**src/rtl/aquarium_pkg.sv**
```systemverilog
// Shared state encoding and default timing constants for the aquarium climate controller.
package aquarium_pkg;

  typedef enum logic [1:0] {
    ST_OFF   = 2'd0,
    ST_HEAT  = 2'd1,
    ST_COOL  = 2'd2,
    ST_FAULT = 2'd3
  } state_t;

  localparam int unsigned DEF_TICK_DIV = 50000000;
  localparam int unsigned DEF_HYST     = 2;

endpackage

```
**src/rtl/sample_tick_gen.sv**
```systemverilog
// Free-running sample-tick divider: tick is high during the last cycle of every TICK_DIV-cycle period.
module sample_tick_gen
  import aquarium_pkg::*;
#(
  parameter int unsigned TICK_DIV = DEF_TICK_DIV
) (
  input  logic clk,
  input  logic clr,
  output logic tick
);

  localparam int unsigned CNT_W = (TICK_DIV > 1) ? $clog2(TICK_DIV) : 1;
  localparam logic [CNT_W-1:0] LAST = CNT_W'(TICK_DIV - 1);

  logic [CNT_W-1:0] r_cnt;

  always_ff @(posedge clk) begin
    if (clr) begin
      r_cnt <= '0;
    end else if (r_cnt == LAST) begin
      r_cnt <= '0;
    end else begin
      r_cnt <= r_cnt + CNT_W'(1);
    end
  end

  assign tick = (r_cnt == LAST);

endmodule

```
**src/rtl/aquarium_climate_ctrl.sv**
```systemverilog
// Tick-sampled heater/chiller controller with hysteresis, dwell time, humidity gate
// and a latched low-water fault that forces both pumps off.
module aquarium_climate_ctrl
  import aquarium_pkg::*;
#(
  parameter int unsigned TEMP_W      = 8,
  parameter int unsigned HUM_W       = 8,
  parameter int unsigned TICK_DIV    = DEF_TICK_DIV,
  parameter int unsigned HYST        = DEF_HYST,
  parameter int unsigned MIN_HOLD    = 5,
  parameter int unsigned FAULT_TICKS = 3,
  parameter int unsigned HUM_GATE    = 1
) (
  input  logic              clk,
  input  logic              clr,
  input  logic              en,
  input  logic [TEMP_W-1:0] temperature_sensor,
  input  logic [HUM_W-1:0]  humidity_sensor,
  input  logic              water_ok,
  input  logic [TEMP_W-1:0] set_temperature,
  input  logic [HUM_W-1:0]  set_humidity,
  input  logic              fault_ack,
  output logic              pump_control_hot,
  output logic              pump_control_cold,
  output logic              fault,
  output logic [1:0]        state,
  output logic              sample_tick
);

  localparam int unsigned HOLD_W = (MIN_HOLD > 0) ? $clog2(MIN_HOLD + 1) : 1;
  localparam int unsigned LOW_W  = $clog2(FAULT_TICKS + 1);
  localparam logic [HOLD_W-1:0] HOLD_MAX = HOLD_W'(MIN_HOLD);
  localparam logic [LOW_W-1:0]  LOW_MAX  = LOW_W'(FAULT_TICKS);
  localparam logic [TEMP_W:0]   HYST_X   = (TEMP_W + 1)'(HYST);

  logic [TEMP_W-1:0] r_temp;
  logic [HUM_W-1:0]  r_hum;
  logic              r_water_ok;

  state_t            r_state, w_state_nxt;
  logic [HOLD_W-1:0] r_hold, w_hold_nxt;
  logic [LOW_W-1:0]  r_low, w_low_nxt;
  logic              r_hot, r_cold, r_fault;
  logic              w_hot_d, w_cold_d, w_fault_d;
  logic              w_tick, w_fault_hit;

  logic [TEMP_W:0] w_t, w_s;
  logic w_heat_on, w_cool_on, w_heat_off, w_cool_off;
  logic w_heat_gate, w_cool_gate;

  sample_tick_gen #(.TICK_DIV(TICK_DIV)) u_tick (
    .clk  (clk),
    .clr  (clr),
    .tick (w_tick)
  );

  always_ff @(posedge clk) begin
    if (clr) begin
      r_temp     <= '0;
      r_hum      <= '0;
      r_water_ok <= 1'b0;
    end else begin
      r_temp     <= temperature_sensor;
      r_hum      <= humidity_sensor;
      r_water_ok <= water_ok;
    end
  end

  // One extra bit on both sides so setpoint+HYST and T+HYST never wrap.
  assign w_t        = {1'b0, r_temp};
  assign w_s        = {1'b0, set_temperature};
  assign w_heat_on  = (w_t + HYST_X) < w_s;
  assign w_cool_on  = w_t > (w_s + HYST_X);
  assign w_heat_off = w_t >= w_s;
  assign w_cool_off = w_t <= w_s;
  assign w_heat_gate = (HUM_GATE == 0) || (r_hum > set_humidity);
  assign w_cool_gate = (HUM_GATE == 0) || (r_hum < set_humidity);

  always_ff @(posedge clk) begin
    if (clr) begin
      r_state <= ST_OFF;
      r_hold  <= HOLD_MAX;
      r_low   <= '0;
      r_hot   <= 1'b0;
      r_cold  <= 1'b0;
      r_fault <= 1'b0;
    end else begin
      r_state <= w_state_nxt;
      r_hold  <= w_hold_nxt;
      r_low   <= w_low_nxt;
      r_hot   <= w_hot_d;
      r_cold  <= w_cold_d;
      r_fault <= w_fault_d;
    end
  end

  always_comb begin
    w_state_nxt = r_state;
    w_hold_nxt  = r_hold;
    w_low_nxt   = r_low;
    w_fault_hit = 1'b0;

    if (w_tick) begin
      if (!r_water_ok) begin
        if (r_low != LOW_MAX) w_low_nxt = r_low + LOW_W'(1);
        w_fault_hit = (w_low_nxt == LOW_MAX);
      end else begin
        w_low_nxt = '0;
      end
    end

    if (w_fault_hit) begin
      w_state_nxt = ST_FAULT;
    end else if (r_state == ST_FAULT) begin
      if (fault_ack && r_water_ok) begin
        w_state_nxt = ST_OFF;
        w_low_nxt   = '0;
        w_hold_nxt  = HOLD_MAX;
      end
    end else if (!en) begin
      w_state_nxt = ST_OFF;
      w_hold_nxt  = HOLD_MAX;
    end else if (w_tick) begin
      if (r_hold < HOLD_MAX) begin
        w_hold_nxt = r_hold + HOLD_W'(1);
      end else begin
        case (r_state)
          ST_OFF: begin
            if (w_heat_on && w_heat_gate) begin
              w_state_nxt = ST_HEAT;
              w_hold_nxt  = '0;
            end else if (w_cool_on && w_cool_gate) begin
              w_state_nxt = ST_COOL;
              w_hold_nxt  = '0;
            end
          end
          ST_HEAT: begin
            if (w_heat_off) begin
              w_state_nxt = ST_OFF;
              w_hold_nxt  = '0;
            end
          end
          ST_COOL: begin
            if (w_cool_off) begin
              w_state_nxt = ST_OFF;
              w_hold_nxt  = '0;
            end
          end
          default: w_state_nxt = r_state;
        endcase
      end
    end
  end

  always_comb begin
    w_hot_d   = (w_state_nxt == ST_HEAT);
    w_cold_d  = (w_state_nxt == ST_COOL);
    w_fault_d = (w_state_nxt == ST_FAULT);
  end

  assign pump_control_hot  = r_hot;
  assign pump_control_cold = r_cold;
  assign fault             = r_fault;
  assign state             = r_state;
  assign sample_tick       = w_tick;

endmodule

```
**config.mk**
```make
export PLATFORM = sky130hd
export DESIGN_NAME = aquarium_climate_ctrl
export DESIGN_NICKNAME = d
export VERILOG_FILES = /design/src/rtl/aquarium_pkg.sv /design/src/rtl/sample_tick_gen.sv /design/src/rtl/aquarium_climate_ctrl.sv
export SDC_FILE = /design/constraint.sdc
export NUM_CORES = 1
export LEC_CHECK = 0
export ABC_CLOCK_PERIOD_IN_PS = 4000
export CAP_MARGIN = 20
export CORE_ASPECT_RATIO = 1.4
export CORE_MARGIN = 5
export CORE_UTILIZATION = 44
export CTS_CLUSTER_DIAMETER = 100
export DETAILED_ROUTE_END_ITERATION = 12
export PLACE_DENSITY_LB_ADDON = 0.3
export SETUP_SLACK_MARGIN = 0.4
export SYNTH_ARGS = -nofsm -noshare
export SYNTH_HDL_FRONTEND = slang
export SYNTH_SLANG_ARGS = --single-unit
```
**constraint.sdc**
```tcl
create_clock -name clk -period 4 [get_ports clk]
set_input_delay 0.6 -clock clk [delete_from_list [all_inputs] [get_ports clk]]
set_output_delay 0.6 -clock clk [all_outputs]
set_load 0.005 [all_outputs]
```
After elaboration in Yosys (flattened, before gate mapping)
Cells that the tools add are included.

Add/sub/neg operators: 5. $lt $le $gt $ge: 7. Equal/unequal tests: 15. Muxes and demuxes: 31. Bitwise operators: 1. Reduce and logical (&&, ||, !) cells: 6.

Operators with widths (count): 2-to-1 mux 2 bit (18); 2-to-1 mux 3 bit (9); adder 26 x 1 -> 26 bit, second input constant (1); == test 26 bit, second input constant (1); adder 8 x 2 -> 9 bit, second input constant (2); == test 2 bit, second input constant (5); != test 5 bit, second input constant (2); > comparator 8 x 9 -> 1 bit (1); < comparator 9 x 8 -> 1 bit (1); one-hot mux 3 bit (3 select lines) (1); greater-or-equal comparator 8 bit (1); > comparator 8 bit (1); <= comparator 8 bit (1); < comparator 8 bit (1); AND reduction 7 bit (1); != test 6 x 1 -> 1 bit, second input constant (1); != test 6 bit, second input constant (1); one-hot mux 2 bit (3 select lines) (1); == test 2 x 1 -> 1 bit, second input constant (2); adder 3 x 1 -> 3 bit, second input constant (1); logical AND 1 bit (3); < comparator 3 bit, second input constant (1); != test 3 x 1 -> 1 bit, second input constant (1); adder 2 x 1 -> 2 bit, second input constant (1); other kinds (6) (7).

Register bits: 53. Input port bits: 37. Output and inout port bits: 6. Logic and storage cells: 75.

Depth between registers and ports, before layout
Gate-level depths: netlist (run 1).

Word-level depth: 12. Depth in mapped cells: 12. Depth with buffers taken out: 12.

Cells and area by module
Synthesis (run 1) repeated with hierarchy kept, for this count alone.

Cells, all modules: 374. Area total of the unflattened synthesis: 3201.8 um^2.

Modules (own cells, without submodules): aquarium_climate_ctrl (instances 1, cells each 230, area each 1955.6 um^2); sample_tick_gen (instances 1, cells each 144, area each 1246.2 um^2).

Worst setup path before layout (run 1)
No wires, ideal clock.

Path type: input to register. Start point: in set_temperature[1]. End point: reg r_hold[0]. Arrival time: 2.499 ns. Required time: 3.880 ns. Path slack: 1.381 ns. Stages on the path: 12. Cells stage by stage: ha_1 > and3_1 > nand3_1 > xnor2_1 > ha_1 > nand4_1 > nor2_1 > a311oi_1 > o41ai_1 > o211ai_1 > nand4_1 > a211o_1.

Cells in the longest elaborated chain, start to end: 8. Elaborated cells on any way between the ends: 17. Those cells by class: 1 x add/sub; 4 x order compare; 3 x eq/ne; 6 x mux; 3 x reduce/logical.

Ends and longest elaborated chain: start, declared (RTL line aquarium_climate_ctrl.sv:20) `input logic [TEMP_W-1:0] set_temperature,`; branches (longest 8 deep; another with adder 8 x 2 -> 9 bit); end signal, assigned (RTL line aquarium_climate_ctrl.sv:89) `r_hold <= w_hold_nxt;`; end, declared (RTL line aquarium_climate_ctrl.sv:41) `logic [HOLD_W-1:0] r_hold, w_hold_nxt;`.

Several ways; the timed one is not identified. The select of a mux whose other input is x is not followed. A chain may end at the register's enable or synchronous reset.

Worst setup path after layout (run 1)
Same ends and word-level chain as after synthesis.

==> results of run 1 <==
==> layout make-up <==
type                    count  area (µm²)
fillers                   641        3190
multi-input cells         271        1890
flip-flops and latches     53        1060
repair buffers             44         435
well taps                  95         119
inverters                  25        93.8
clock buffers               5        68.8
clock inverters             2        35.0
==> per-layer routing <==
| layer | up-vias | GRT usage | wire length (µm) |
|---|---|---|---|
| li1 | 1325 | - | - |
| met1 | 1187 | 0.171 | 2710 |
| met2 | 51 | 0.313 | 3540 |
| met3 | 13 | 0.0306 | 198 |
| met4 | 0 | 0.0640 | 175 |
| met5 | - | 0 | 0 |
==> cell families after synthesis <==
logic type / Yosys count / share of synthesized area
AND/OR/NAND/NOR: 155 / 0.270
flip-flops: 53 / 0.345
AO/OA/AOI/OAI: 49 / 0.112
adder cells (fa/ha/maj): 34 / 0.138
XOR/XNOR: 32 / 0.0910
buffers and inverters: 32 / 0.0410
multiplexers: 1 / 0.00366
==> layout by cell type (no fill, tap or decap), types with 2 or more instances in the layout <==
master / netlist / final
xor2_1: 11 / 11
dfxtp_1: 53 / 53
clkdlybuf4s50_1: 0 / 42
xnor2_1: 21 / 21
nor2_1: 49 / 49
o211ai_1: 4 / 4
a211oi_1: 3 / 3
a41oi_1: 2 / 2
nand2b_1: 2 / 2
o21ai_0: 5 / 5
o21a_1: 2 / 2
inv_2: 2 / 2
a21oi_1: 13 / 13
buf_4: 1 / 2
ha_1: 34 / 34
nand3_1: 19 / 19
and3_1: 6 / 6
a41oi_2: 2 / 2
nor2b_1: 19 / 19
nor3_1: 8 / 8
a31oi_1: 3 / 3
o21ba_1: 2 / 2
nand4_1: 13 / 13
a311oi_1: 2 / 2
o21ai_1: 4 / 4
or3_1: 2 / 2
nor4b_1: 2 / 2
and2_1: 4 / 4
inv_1: 23 / 23
o221ai_1: 2 / 2
clkbuf_8: 0 / 5
nor3b_1: 2 / 2
nand2_1: 18 / 18
==> critical path, stage by stage <==
cell and delay, ns:
clkdlybuf4s50_1 0.55, ha_1 0.22, and3_1 0.20, nand3_1 0.10
xnor2_1 0.15, ha_1 0.29, nand4_1 0.09, nor2_1 0.04
a311oi_1 0.22, o41ai_1 0.14, o211ai_1 0.33, nand4_1 0.14
a211o_1 0.29
==> through the flow <==
stage / instances / instance area (µm²) / hold WS [ns] / total power [mW]
6_report: 495 / 3700 / 0.474 / 1.05
5_1_grt: 495 / 3700 / 0.507 / 1.10
4_1_cts: 495 / 3700 / 0.473 / 1.06
3_5_place_dp: 488 / 3600 / 0.451 / 0.710
3_3_place_gp: 488 / 3600 / 0.444 / 0.707
2_1_floorplan: 356 / 3080 / 0.426 / 0.647
==> worst min-delay path by stage <==
stage / depth (start not counted) / from / end / slack [ns]
2_1_floorplan: 1 / u_tick.r_cnt[0] / u_tick.r_cnt[0] / 0.43
3_3_place_gp: 1 / u_tick.r_cnt[0] / u_tick.r_cnt[0] / 0.44
3_5_place_dp: 1 / u_tick.r_cnt[0] / u_tick.r_cnt[0] / 0.45
4_1_cts: 1 / u_tick.r_cnt[0] / u_tick.r_cnt[0] / 0.47
5_1_grt: 1 / u_tick.r_cnt[0] / u_tick.r_cnt[0] / 0.51
6_report: 1 / u_tick.r_cnt[0] / u_tick.r_cnt[0] / 0.47
==> power by group through the flow <==
| stage | Clock [mW] | Combinational [mW] | Sequential, mW |
|---|---|---|---|
| floorplan | 0 | 0.0873 | 0.559 |
| global placement | 0 | 0.145 | 0.563 |
| detailed placement | 0 | 0.147 | 0.563 |
| CTS | 0.363 | 0.148 | 0.551 |
| global route | 0.384 | 0.168 | 0.553 |
| finish | 0.349 | 0.147 | 0.551 |
==> registers in the layout (all words and copies together), names as in the netlist <==
register           cells
fault                  1
u_tick.r_cnt          26
r_hum                  8
r_low                  2
pump_control_cold      1
r_temp                 8
r_water_ok             1
r_hold                 3
state                  2
pump_control_hot       1
==> summary.md, run 1 <==
| Metric | Value |
|---|---|
| Max-cap viol count | 0 |
| Clock Tree Root | clkbuf_8 |
| Cell variety after synth | 50 |
| VDD IR max | 0.152 mV |
| Run status | completed |
| Switching power | 247 µW |
| Synth Instances | 356 |
| Die height | between 100 and 150 µm |
| RePlAce Congestion | 0.846 |
| Io pins | 43 |
| Clk slew on worst S/H paths | 0.09 ns |
| Layout cells sized above 1 | 0.0500 |
| Post-layout util | 0.538 |
| Max Slew Vio Count | 0 |
| Clock skew | around 0.0039 ns |
| Grt ovf | 0 |
| Vias per cell | approximately 5.2 |
| Worst-Skew Late Latency | around 0.3 ns |
| Arrival time worst endpoint | ~3.4 ns |
| Post_cts resized | 0 |
| Crit start category | primary input |
| Total track usage | 0.163 |
| Int Pwr | 799 µW |
| Worst Setup EP | r_hold[0] |
| Fin worst setup slack | about 0.84 ns |
| Syn avg cell area | between 8 and 9 µm² |
| Place WS | approximately 0.59 ns |
| Max FO, Critical Path | 5 |
| Drt drc | 0 |
| Syn nets | ~430 |
| WP data required | 4.20 ns |
| Most frequent cell after synthesis | dfxtp_1 |
| Asr flop ratio synth | 0 |
| Largest net degree at the start of global routing | 30 |
| # rows | 36 |
| Combinational Power Share | 0.140 |
| Post-Route WL | around 6600 µm |
| Total die area | a little under 0.009 mm² |
| Initial core utilization | 0.447 |
| Hold Buf Count CTS | 0 |
| R2r setup slk | between 1 and 1.5 ns |
| Worst R2R End | r_hold[0] |
| Reg2reg start | r_temp[1] |
| RSZ-0062 raised after global routing | false |
| Synth area leaders | dfxtp_1, ha_1, nor2_1 |
| Top cells by count, synth | dfxtp_1, nor2_1, ha_1 |
| Core area | just under 0.007 mm² |
| Initial antenna violation count | 0 |
| Critical Path Source | set_temperature[1] |
| Worst R2R Path Depth | 10 |
| Crit path kind | primary input to flip-flop |
| Top FF cell, synth | dfxtp_1 |
| Setup Total Neg Slack | 0 ns |
| First-pass GRT wire length | 11300 µm |
| Area delta synth->final | 20.3% |
| Die X-Extent | just over 80 µm |
| H-tree lvl count | 2 |
| Worst Hold Class | flip-flop to flip-flop |
| Synth area leader | dfxtp_1 |
| DP HPWL | just over 5000 µm |
| Vias | 2576 |
| First drt pass iteration count | 4 |
| Sequential area share after synthesis | 0.345 |
| Switch share | 0.236 |
| CTS Buf Count | 5 |
| Number of synthesized flops with an enable pin | 0 |
| Final worst path period share | 0.790 |
| Vias in the first global route | 2567 |
| Clock Path Buffers | 2 |
| Pwr Density | between 200 and 300 mW/mm² |
| TritonCTS clock tree | built |
| Fin nets | 471 |
| Yosys warns | 0 |
| Fmax | around 320 MHz |
| # port buffers | 42 |
| Seq pwr share | 0.526 |
| Slew HR | 0.392 |
| Routed Antenna Nets | 0 |
| Final hold vios | 0 |
| Post-Syn Area | roughly 0.0031 mm² |
| # diodes | 0 |
| Lkg Pwr | 1.46 nW |
| Setup bufs post-CTS | 0 |
| Worst-Margin Slew | 0.911 ns |
| Crit path time final | around 3.2 ns |
| Drt wl/cell | approximately 13 µm |
| Final setup fails | 0 |
| CP Capture Type | flip-flop |
| Clock Sinks | 53 |
| Clock power frac | 0.333 |
| Initial DRC Count | 96 |
| Post-synth top area share | 0.345 |
| Post-synthesis register bit count | 53 |
Note: power is estimated with default switching activity, not from simulation.
==> run 2, diff against run 1 <==
--- a/config.mk
+++ b/config.mk
@@ -5,7 +5,7 @@
 export SDC_FILE = /design/constraint.sdc
 export NUM_CORES = 1
 export LEC_CHECK = 0
-export ABC_CLOCK_PERIOD_IN_PS = 4000
+export ABC_CLOCK_PERIOD_IN_PS = 2800
 export CAP_MARGIN = 20
 export CORE_ASPECT_RATIO = 1.4
 export CORE_MARGIN = 5
==> constraint.sdc (replaced) <==
create_clock -name clk -period 2.8 [get_ports clk]
set_input_delay 0.42 -clock clk [delete_from_list [all_inputs] [get_ports clk]]
set_output_delay 0.42 -clock clk [all_outputs]
set_load 0.005 [all_outputs]
==> run 2 against run 1 <==
Hold slack improved by 0.0035 ns. Utilization rose by 6.9 points. Global-route usage rose by 2.2 points. Largest power group unchanged.
==> summary.md, run 2 (synthesis gave the netlist of run 1 again) <==
| Metric | Value |
|---|---|
| Fin nets | 508 (+7.9%) |
| Final setup fails | 0 (unchanged) |
| Hold Path Origin | u_tick.r_cnt[0] |
| RSZ-0062 raised after global routing | true |
| Arrival time worst endpoint | 2.76 ns (-0.60 ns) |
| Area delta synth->final | 35.8% |
| Fin worst setup slack | 0.250 ns (-0.590 ns) |
| Clock Sinks | 53 (unchanged) |
| Layout cells sized above 1 | 0.219 (+0.169) |
| Clk slew on worst S/H paths | 0.10 ns (about the same) |
| Worst R2R End | r_hold[0] |
| Post-Route WL | 7760 µm (+17%) |
| Place WS | -0.496 ns (-1.09 ns) |
| Worst hold margin | 0.477 ns (+0.00354 ns) |
| Initial DRC Count | 141 (+47%) |
| Reg2reg start | r_temp[2] |
| Inst Count DP | 515 (+5.5%) |
| Io pins | 43 (unchanged) |
| Biggest register | u_tick.r_cnt |
| Max-cap viol count | 0 (unchanged) |
| Max FO, Critical Path | 3 (-2) |
| Worst R2R Path Depth | 10 (unchanged) |
| TritonCTS clock tree | built |
| Grt ovf | 0 (unchanged) |
| Worst-Margin Slew | 0.615 ns (-0.296 ns) |
| CTS Buf Count | 5 (unchanged) |
| Final std cells w/o fill | 533 (+7.7%) |
| R2r setup slk | 0.39 ns (-1.03 ns) |
| Final worst path period share | 0.911 |
| Run status | completed |
| Clock Path Buffers | 2 (unchanged) |
| Crit path kind | primary input to flip-flop |
| Die X-Extent | 80.7 µm (unchanged) |
| Clock Tree Root | clkbuf_8 |
| Fill count | 605 (-5.6%) |
| CP Capture Type | flip-flop |
| RePlAce Congestion | 0.878 (+3.8%) |
| Drt drc | 0 (unchanged) |
| Hold Path Depth | 1 (unchanged) |
| Die height | 109 µm (unchanged) |
| Core area | 0.00689 mm² (unchanged) |
| Vias per cell | 5.23 (+0.41%) |
| Number of flip-flops in the largest register | 26 (unchanged) |
| First-pass GRT wire length | 12700 µm (+12%) |
| # diodes | 0 (unchanged) |
| Routed Antenna Nets | 0 (unchanged) |
| Vias | 2785 (+8.1%) |
| # rows | 36 (unchanged) |
| Largest regs | u_tick.r_cnt x26, r_hum x8, r_temp x8 |
| Max Slew Vio Count | 0 (unchanged) |
| Clock skew | 0.0113 ns (+0.00739 ns) |
| Pwr Density | 368 mW/mm² (+30%) |
| Slew HR | 0.589 (+0.196) |
| Critical Path Source | set_temperature[4] |
| Worst Hold Endpoint | u_tick.r_cnt[0] |
| Total die area | 0.00879 mm² (unchanged) |
| Vias in the first global route | 2869 (+12%) |
| WP data required | 3.01 ns (-1.19 ns) |
| Drt wl/cell | 14.6 µm (+8.7%) |
| First drt pass iteration count | 4 (unchanged) |
| Initial core utilization | 0.447 (unchanged) |
| Worst-Skew Late Latency | 0.31 ns (about the same) |
| Lkg Pwr | 1.67 nW (+14%) |
| Final hold vios | 0 (unchanged) |
| DP HPWL | 5850 µm (+14%) |
| Worst Hold Class | flip-flop to flip-flop |
| Largest net degree at the start of global routing | 18 (-40%) |
| Total track usage | 0.185 (+0.0219) |
| VDD IR max | 0.257 mV (+70%) |
| Commonest cells after routing, fill and taps aside | nor2_1, dfxtp_1, buf_4, clkdlybuf4s50_1, ha_1 |
| Crit path time final | between 2 and 3 ns |
| Crit start category | primary input |
| Hold Buf Count CTS | 0 (unchanged) |
| Setup Total Neg Slack | 0 ns (unchanged) |
| Initial antenna violation count | 0 (unchanged) |
| # port buffers | 42 (unchanged) |
| H-tree lvl count | 2 (unchanged) |
| Fmax | ~390 MHz |
## run 2: metrics by stage
step | area [µm²] | power (mW) | util
after floorplan | 3100 | 0.925 | -
after global placement | 3830 | 1.05 | 0.555
after detailed placement | 3830 | 1.06 | 0.555
after CTS | 4080 | 1.55 | 0.592
after global routing | 4180 | 1.62 | 0.607
final | 4180 | 1.54 | 0.607
## run 2: layout make-up
class | count | area, µm² | share of cell area
clock inverters | 2 | 16.3 | 0.00389
flip-flops and latches | 53 | 1070 | 0.256
clock buffers | 6 | 82.6 | 0.0197
inverters | 25 | 93.8 | 0.0224
repair buffers | 81 | 699 | 0.167
well taps | 95 | 119 | 0.0284
multi-input cells | 271 | 2100 | 0.502
## run 2: layer usage
layer | routed length [µm] | up-vias | track usage
li1 | - | 1411 | -
met1 | 2870 | 1314 | 0.184
met2 | 4450 | 49 | 0.374
met3 | 257 | 11 | 0.0240
met4 | 177 | 0 | 0.0737
met5 | 0 | - | 0
## run 2: where the power goes
group	internal (mW)	total (mW)	switching (mW)
combinational	0.161	0.295	0.134
sequential	0.770	0.785	0.0156
clock	0.204	0.459	0.255
total	1.13	1.54	0.405
## run 2: timing repair
action                     CTS  global route
resized for setup           41            15
pin swaps                   14            14
setup endpoints to repair    9             9
setup buffers                8             2
## run 2: how the worst max path moves through the flow
stage	end	cells after the start
2_1_floorplan	r_hold[0]	12
3_3_place_gp	r_hold[0]	12
3_5_place_dp	r_hold[0]	12
4_1_cts	r_hold[0]	12
5_1_grt	r_hold[2]	12
6_report	r_hold[2]	12
## run 2: worst max-delay path, stage by stage
cell           delay [ns]
dlygate4sd2_1        0.25
inv_2                0.07
buf_4                0.15
xnor2_1              0.22
ha_1                 0.30
a211oi_1             0.27
nor2_1               0.10
o41ai_2              0.36
o211ai_1             0.21
buf_4                0.18
a31oi_1              0.14
o21ai_1              0.09
